File: config.mk
export PLATFORM = sky130hd
export DESIGN_NAME = serial_subtractor_flat
export DESIGN_NICKNAME = d
export VERILOG_FILES = /design/src/rtl/serial_subtractor_if.sv /design/src/rtl/serial_subtractor.sv /design/src/flat_wrapper.sv
export SDC_FILE = /design/constraint.sdc
export NUM_CORES = 1
export LEC_CHECK = 0
export BUFFER_PORTS_ARGS = -buffer_cell sky130_fd_sc_hd__buf_2
export CAP_MARGIN = 0
export CORE_MARGIN = 8
export CORE_UTILIZATION = 40
export DETAILED_ROUTE_END_ITERATION = 7
export GPL_TIMING_DRIVEN = 0
export SLEW_MARGIN = 20
export SYNTH_ARGS = -nofsm -noshare
export SYNTH_HDL_FRONTEND = slang
export SYNTH_SLANG_ARGS = --single-unit
File: constraint.sdc
create_clock -name clk -period 1.7 [get_ports clk]
set_clock_uncertainty 0.1 [all_clocks]
set_input_delay 0.34 -clock clk [delete_from_list [all_inputs] [get_ports clk]]
set_output_delay 0.34 -clock clk [all_outputs]
set_load 0.05 [all_outputs]
File: src/rtl/serial_subtractor_if.sv
// Operand/result handshake bundle for the bit-serial subtractor.
// The master side issues operands and consumes results; the slave side is the subtractor.
interface serial_subtractor_if #(
  parameter int WIDTH = 8
);
  logic             in_valid;
  logic             in_ready;
  logic [WIDTH-1:0] a;
  logic [WIDTH-1:0] b;
  logic             out_valid;
  logic             out_ready;
  logic [WIDTH-1:0] diff;
  logic             borrow_out;
  logic             busy;

  modport master (
    output in_valid, a, b, out_ready,
    input  in_ready, out_valid, diff, borrow_out, busy
  );

  modport slave (
    input  in_valid, a, b, out_ready,
    output in_ready, out_valid, diff, borrow_out, busy
  );
endinterface

File: src/rtl/serial_subtractor.sv
// Bit-serial WIDTH-bit subtractor: one full-subtractor cell plus a borrow flop,
// LSB first, with valid/ready handshakes on the operand and result sides.
module serial_subtractor #(
  parameter int WIDTH = 8
) (
  input  logic                clk,
  input  logic                rst,
  serial_subtractor_if.slave  bus
);

  localparam int CNT_W = (WIDTH > 2) ? $clog2(WIDTH) : 1;
  localparam logic [CNT_W-1:0] LAST_BIT = CNT_W'(WIDTH - 1);

  typedef enum logic [1:0] {
    S_IDLE  = 2'd0,
    S_SHIFT = 2'd1,
    S_DONE  = 2'd2
  } state_t;

  // Full-subtractor cell: returns {borrow_out, difference} for x - y - bin.
  function automatic logic [1:0] fs_cell(input logic x, input logic y, input logic bin);
    fs_cell = {(~x & y) | (~(x ^ y) & bin), x ^ y ^ bin};
  endfunction

  state_t           r_state;
  logic [WIDTH-1:0] r_a_sh;
  logic [WIDTH-1:0] r_b_sh;
  logic [WIDTH-1:0] r_d_sh;
  logic             r_brw;
  logic [CNT_W-1:0] r_cnt;
  logic [WIDTH-1:0] r_diff;
  logic             r_borrow_out;
  logic             r_in_ready;
  logic             r_out_valid;
  logic             r_busy;

  logic             w_d;
  logic             w_brw_next;

  assign {w_brw_next, w_d} = fs_cell(r_a_sh[0], r_b_sh[0], r_brw);

  // Control FSM, serial datapath and registered handshake outputs.
  always_ff @(posedge clk) begin
    if (rst) begin
      r_state      <= S_IDLE;
      r_a_sh       <= '0;
      r_b_sh       <= '0;
      r_d_sh       <= '0;
      r_brw        <= 1'b0;
      r_cnt        <= '0;
      r_diff       <= '0;
      r_borrow_out <= 1'b0;
      r_in_ready   <= 1'b1;
      r_out_valid  <= 1'b0;
      r_busy       <= 1'b0;
    end else begin
      case (r_state)
        S_IDLE: begin
          if (bus.in_valid) begin
            r_a_sh     <= bus.a;
            r_b_sh     <= bus.b;
            r_d_sh     <= '0;
            r_brw      <= 1'b0;
            r_cnt      <= '0;
            r_in_ready <= 1'b0;
            r_busy     <= 1'b1;
            r_state    <= S_SHIFT;
          end
        end
        S_SHIFT: begin
          r_a_sh <= {1'b0, r_a_sh[WIDTH-1:1]};
          r_b_sh <= {1'b0, r_b_sh[WIDTH-1:1]};
          r_d_sh <= {w_d, r_d_sh[WIDTH-1:1]};
          r_brw  <= w_brw_next;
          r_cnt  <= r_cnt + CNT_W'(1);
          // Last bit: the shifted word is complete only with this cycle's difference bit.
          if (r_cnt == LAST_BIT) begin
            r_diff       <= {w_d, r_d_sh[WIDTH-1:1]};
            r_borrow_out <= w_brw_next;
            r_out_valid  <= 1'b1;
            r_state      <= S_DONE;
          end
        end
        S_DONE: begin
          if (bus.out_ready) begin
            r_out_valid <= 1'b0;
            r_in_ready  <= 1'b1;
            r_busy      <= 1'b0;
            r_state     <= S_IDLE;
          end
        end
        default: begin
          r_state     <= S_IDLE;
          r_in_ready  <= 1'b1;
          r_out_valid <= 1'b0;
          r_busy      <= 1'b0;
        end
      endcase
    end
  end

  assign bus.in_ready   = r_in_ready;
  assign bus.out_valid  = r_out_valid;
  assign bus.diff       = r_diff;
  assign bus.borrow_out = r_borrow_out;
  assign bus.busy       = r_busy;

endmodule

File: src/flat_wrapper.sv
// flat-port wrapper written by rule: the top's interface ports become plain ports
module serial_subtractor_flat 
#(
  parameter int WIDTH = 8
)
  (clk, rst, bus_in_valid, bus_a, bus_b, bus_out_ready, bus_in_ready, bus_out_valid, bus_diff, bus_borrow_out, bus_busy);
  serial_subtractor_if #(.WIDTH(WIDTH)) bus_i ();
  input  logic clk;
  input  logic rst;
  input wire logic [$bits(bus_i.in_valid)-1:0] bus_in_valid;
  input wire logic [$bits(bus_i.a)-1:0] bus_a;
  input wire logic [$bits(bus_i.b)-1:0] bus_b;
  input wire logic [$bits(bus_i.out_ready)-1:0] bus_out_ready;
  output wire logic [$bits(bus_i.in_ready)-1:0] bus_in_ready;
  output wire logic [$bits(bus_i.out_valid)-1:0] bus_out_valid;
  output wire logic [$bits(bus_i.diff)-1:0] bus_diff;
  output wire logic [$bits(bus_i.borrow_out)-1:0] bus_borrow_out;
  output wire logic [$bits(bus_i.busy)-1:0] bus_busy;
  assign bus_i.in_valid = bus_in_valid;
  assign bus_i.a = bus_a;
  assign bus_i.b = bus_b;
  assign bus_i.out_ready = bus_out_ready;
  assign bus_in_ready = bus_i.in_ready;
  assign bus_out_valid = bus_i.out_valid;
  assign bus_diff = bus_i.diff;
  assign bus_borrow_out = bus_i.borrow_out;
  assign bus_busy = bus_i.busy;
  serial_subtractor #(.WIDTH(WIDTH)) u_core (.clk(clk), .rst(rst), .bus(bus_i));
endmodule
==> impl_metrics.csv <==
group,metric,value,unit
setup_path,crit_chain,"ha_1, ha_1, clkbuf_2, a21oi_1, a2bb2oi_1, nor2_1",
floorplan,num_io_pins,32,
synth,synth_cell_types,30,
timing,setup_viol,0,
floorplan,dieArea,0.00664,mm2
global_routing,grt_max_degree,14,
floorplan,fp.dieW,81.5,um
cells_and_area,antenna-diode-count,0,
job,drv_cap,0,
hold_path,min_path_cells,2,
setup_path,cp_max_fo,10,
synth,synth_top_family_by_area,"compound AO/OA/AOI/OAI gates",
synth,synth_simple_gate_area_share,11.8,%
global_routing,grt_usage,12.6,%
timing,rsz0062_at_grt,"false",
cells_and_area,fin_nets,237,
global_routing,grt_antenna_before_repair,0,
timing,timing.fmax,0.652,GHz
power_and_ir_drop,irDropWorstVdd,0.696,mV
setup_path,cpMaxStageDelayCell,"dfxtp_1",
cells_and_area,nFillCells,395,
timing,final.setup.tns,0,ps
setup_path,rr_worst_depth,6,
synth,synthXorXnorAreaFrac,0,%
cts,ctsHoldBuffers,0,
setup_path,cpMostUsedCell,"ha_1",
routing,viasPerCell,5.01,
floorplan,placementRows,24,
synth,synthAdderAreaFrac,2.63,%
synth,synth_fp_nets,200,
synth,synthCells,177,
cells_and_area,drive_above_1_share,32.6,%
setup_path,cp-start-kind,"flop",
hold_path,min_to,"u_core.r_a_sh[4]",
timing,min_period,1530,ps
placement,gp_congestion,0.711,
global_routing,grt_pass1_wl,6400,um
synth,synth_common_cells,"dfxtp_1 (41), nor2_1 (18), inv_1 (17)",
synth,syn_avg_cell_area,9.68,um2
outcome,status,"finished, final reports clean",
cts,cts_tree,"built",
synth,synth_top_area_share,47.9,%
setup_path,critPathBufInv,1,
global_routing,grt_pass1_vias,1319,
floorplan,start_util,40.5,%
placement,dp_hpwl,2540,um
power_and_ir_drop,power.density,1060,mW/mm2
setup_path,critPathKind,"reg2reg",
setup_path,arrival,1610,ps
timing,report.final.hold_viol_count,0,
global_routing,grt-ovfl-total,0,
cts,cts_buffer_depth,2,
setup_path,endpoint_kind,"flop",
timing,drv_slew,0,
routing,drc,0,
cts,path_clk_slew,80,ps
power_and_ir_drop,leakage,0.853,nW
setup_path,cp_data_required_time,1780,ps
synth,synth_mux_area_share,1.17,%
synth,ys_ff_latch,41,
timing,timing.hold.ws,215,ps
synth,synth-edff-count,0,
cts,root_buffer,"clkbuf_8",
timing,tightest_slew,605,ps
routing,drt_first_pass_iters,4,
cts,cts_buffers,5,
synth,synth_area_leaders,"dfxtp_1 (48%), o221a_1 (5.9%), a21oi_2 (5.6%)",
routing,drtIter0Drc,76,
placement,portBuffers,30,
routing,avgRoutedWirePerCell,13.9,um
cells_and_area,utilization,48.8,%
floorplan,die_y,81.5,um
synth,yosys_warnings,0,
cells_and_area,area_delta_synth_final,20.4,%
cts,h-tree-depth,2,
timing,setup_slack,165,ps
synth,ys_seq_area_share,47.9,%
power_and_ir_drop,p_total,2.19,mW
timing,slew_headroom,59.6,%
cts,post_cts_resize_count,0,
synth,synth_compound_area_share,26.9,%
hold_path,hp-start,"bus_a[4]",
setup_path,r2r_setup_slack,170,ps
cts,clock_latency,290,ps
synth,synthFlopType,"dfxtp_1",
routing,wl,3700,um
routing,postRouteAntennaNets,0,
cts,cts_sinks,41,
routing,vias,1338,
synth,synth_async_sr_flop_share,0,%
synth,yosys.area.top_type,"dfxtp_1",
setup_path,cpLargestDelayFamily,"adder cells",
hold_path,hp-class,"in2reg",
setup_path,path_depth,6,
setup_path,r2r_start,"u_core.r_cnt[0]",
floorplan,core-area,0.00423,mm2
timing,period_share,90.3,%
cts,postCtsSetupBuffers,0,
synth,yosysMostFrequentCell,"dfxtp_1",
placement,dpl_worst_slack,119,ps
synth,syn_area,0.00171,mm2
setup_path,reg2reg_to,"u_core.bus.out_valid",
setup_path,max_stage_delay,330,ps
[routing by layer]
metal  routed length (um)  vias to the layer above  global-route usage [%]
met5                    0                        -                       0
met4                   31                        0                    3.75
met3                  240                        2                    5.47
met2                 1600                       29                    18.0
met1                 1830                      614                    16.8
li1                     -                      693                       -
[cell usage in the layout, fill, tap and decap left out, drive strengths merged]
master | netlist | layout
dfxtp | 41 | 41
buf | 11 | 41
a21oi | 25 | 25
nor2 | 18 | 18
inv | 17 | 17
o221a | 14 | 14
a22oi | 12 | 12
nand2 | 10 | 10
clkbuf | 4 | 9
nand3 | 8 | 8
mux2i | 2 | 2
ha | 2 | 2
bufinv | 0 | 2
nor2b | 2 | 2
nand2b | 2 | 2
o21bai | 2 | 2
a211oi | 1 | 1
nand3b | 1 | 1
a2bb2oi | 1 | 1
o21ai | 1 | 1
a21o | 1 | 1
nor3b | 1 | 1
fa | 1 | 1
clkinv | 0 | 1
[worst reg2reg max path: cells and delay by family (launching register included)]
kind | cells | cell delay (ps)
buf+inv | 1 | 200
compound gates | 2 | 350
simple gates | 1 | 50
fa+ha+maj | 2 | 400
flops | 1 | 330
[report_power, final]
| part | switching, mW | total (mW) | internal [mW] |
|---|---|---|---|
| registers | 0.0243 | 1.03 | 1.00 |
| clock network | 0.335 | 0.918 | 0.583 |
| logic | 0.136 | 0.242 | 0.106 |
[how the worst max path moves through the flow]
stage / startpoint / to
floorplan: u_core.r_cnt[0] / u_core.bus.out_valid
global placement: u_core.r_cnt[0] / u_core.bus.out_valid
detailed placement: u_core.r_cnt[0] / u_core.bus.out_valid
CTS: u_core.r_cnt[0] / u_core.bus.out_valid
global route: u_core.r_cnt[0] / u_core.bus.out_valid
finish: u_core.r_cnt[0] / u_core.bus.out_valid
[registers in the layout (all words and copies together), names as in the netlist]
| name | flops |
|---|---|
| u_core.bus.out_valid | 1 |
| u_core.r_d_sh | 7 |
| u_core.r_a_sh | 8 |
| u_core.bus.diff | 8 |
| u_core.r_brw | 1 |
| u_core.r_b_sh | 8 |
| u_core.r_cnt | 3 |
| u_core.bus.busy | 1 |
| u_core.bus.borrow_out | 1 |
| u_core.bus.in_ready | 1 |
| u_core.r_state | 2 |
[layout make-up]
type | instances | area (um2) | share of cell area [%]
Multi-Input combinational cell | 104 | 728 | 35.3
Buffer | 15 | 103 | 4.97
Inverter | 17 | 63.8 | 3.09
Timing Repair Buffer | 30 | 150 | 7.27
Clock buffer | 5 | 68.8 | 3.33
Clock inverter | 3 | 65.1 | 3.15
Tap cell | 52 | 65.1 | 3.15
Sequential cell | 41 | 821 | 39.8
[kinds of logic (layout without fill, tap and decap cells)]
family	after synthesis	after routing
adder cells (fa/ha/maj)	3	3
multiplexers	2	2
flip-flops	41	41
buffers and inverters	32	70
AO/OA/AOI/OAI	57	57
AND/OR/NAND/NOR	42	42
[per-stage QoR]
step	instance area, um2	cells
after CTS	2060	267
after global placement	1930	259
after floorplan	1710	177
after detailed placement	1930	259
final	2060	267
after global routing	2060	267
(Power assumes the default switching activity.)
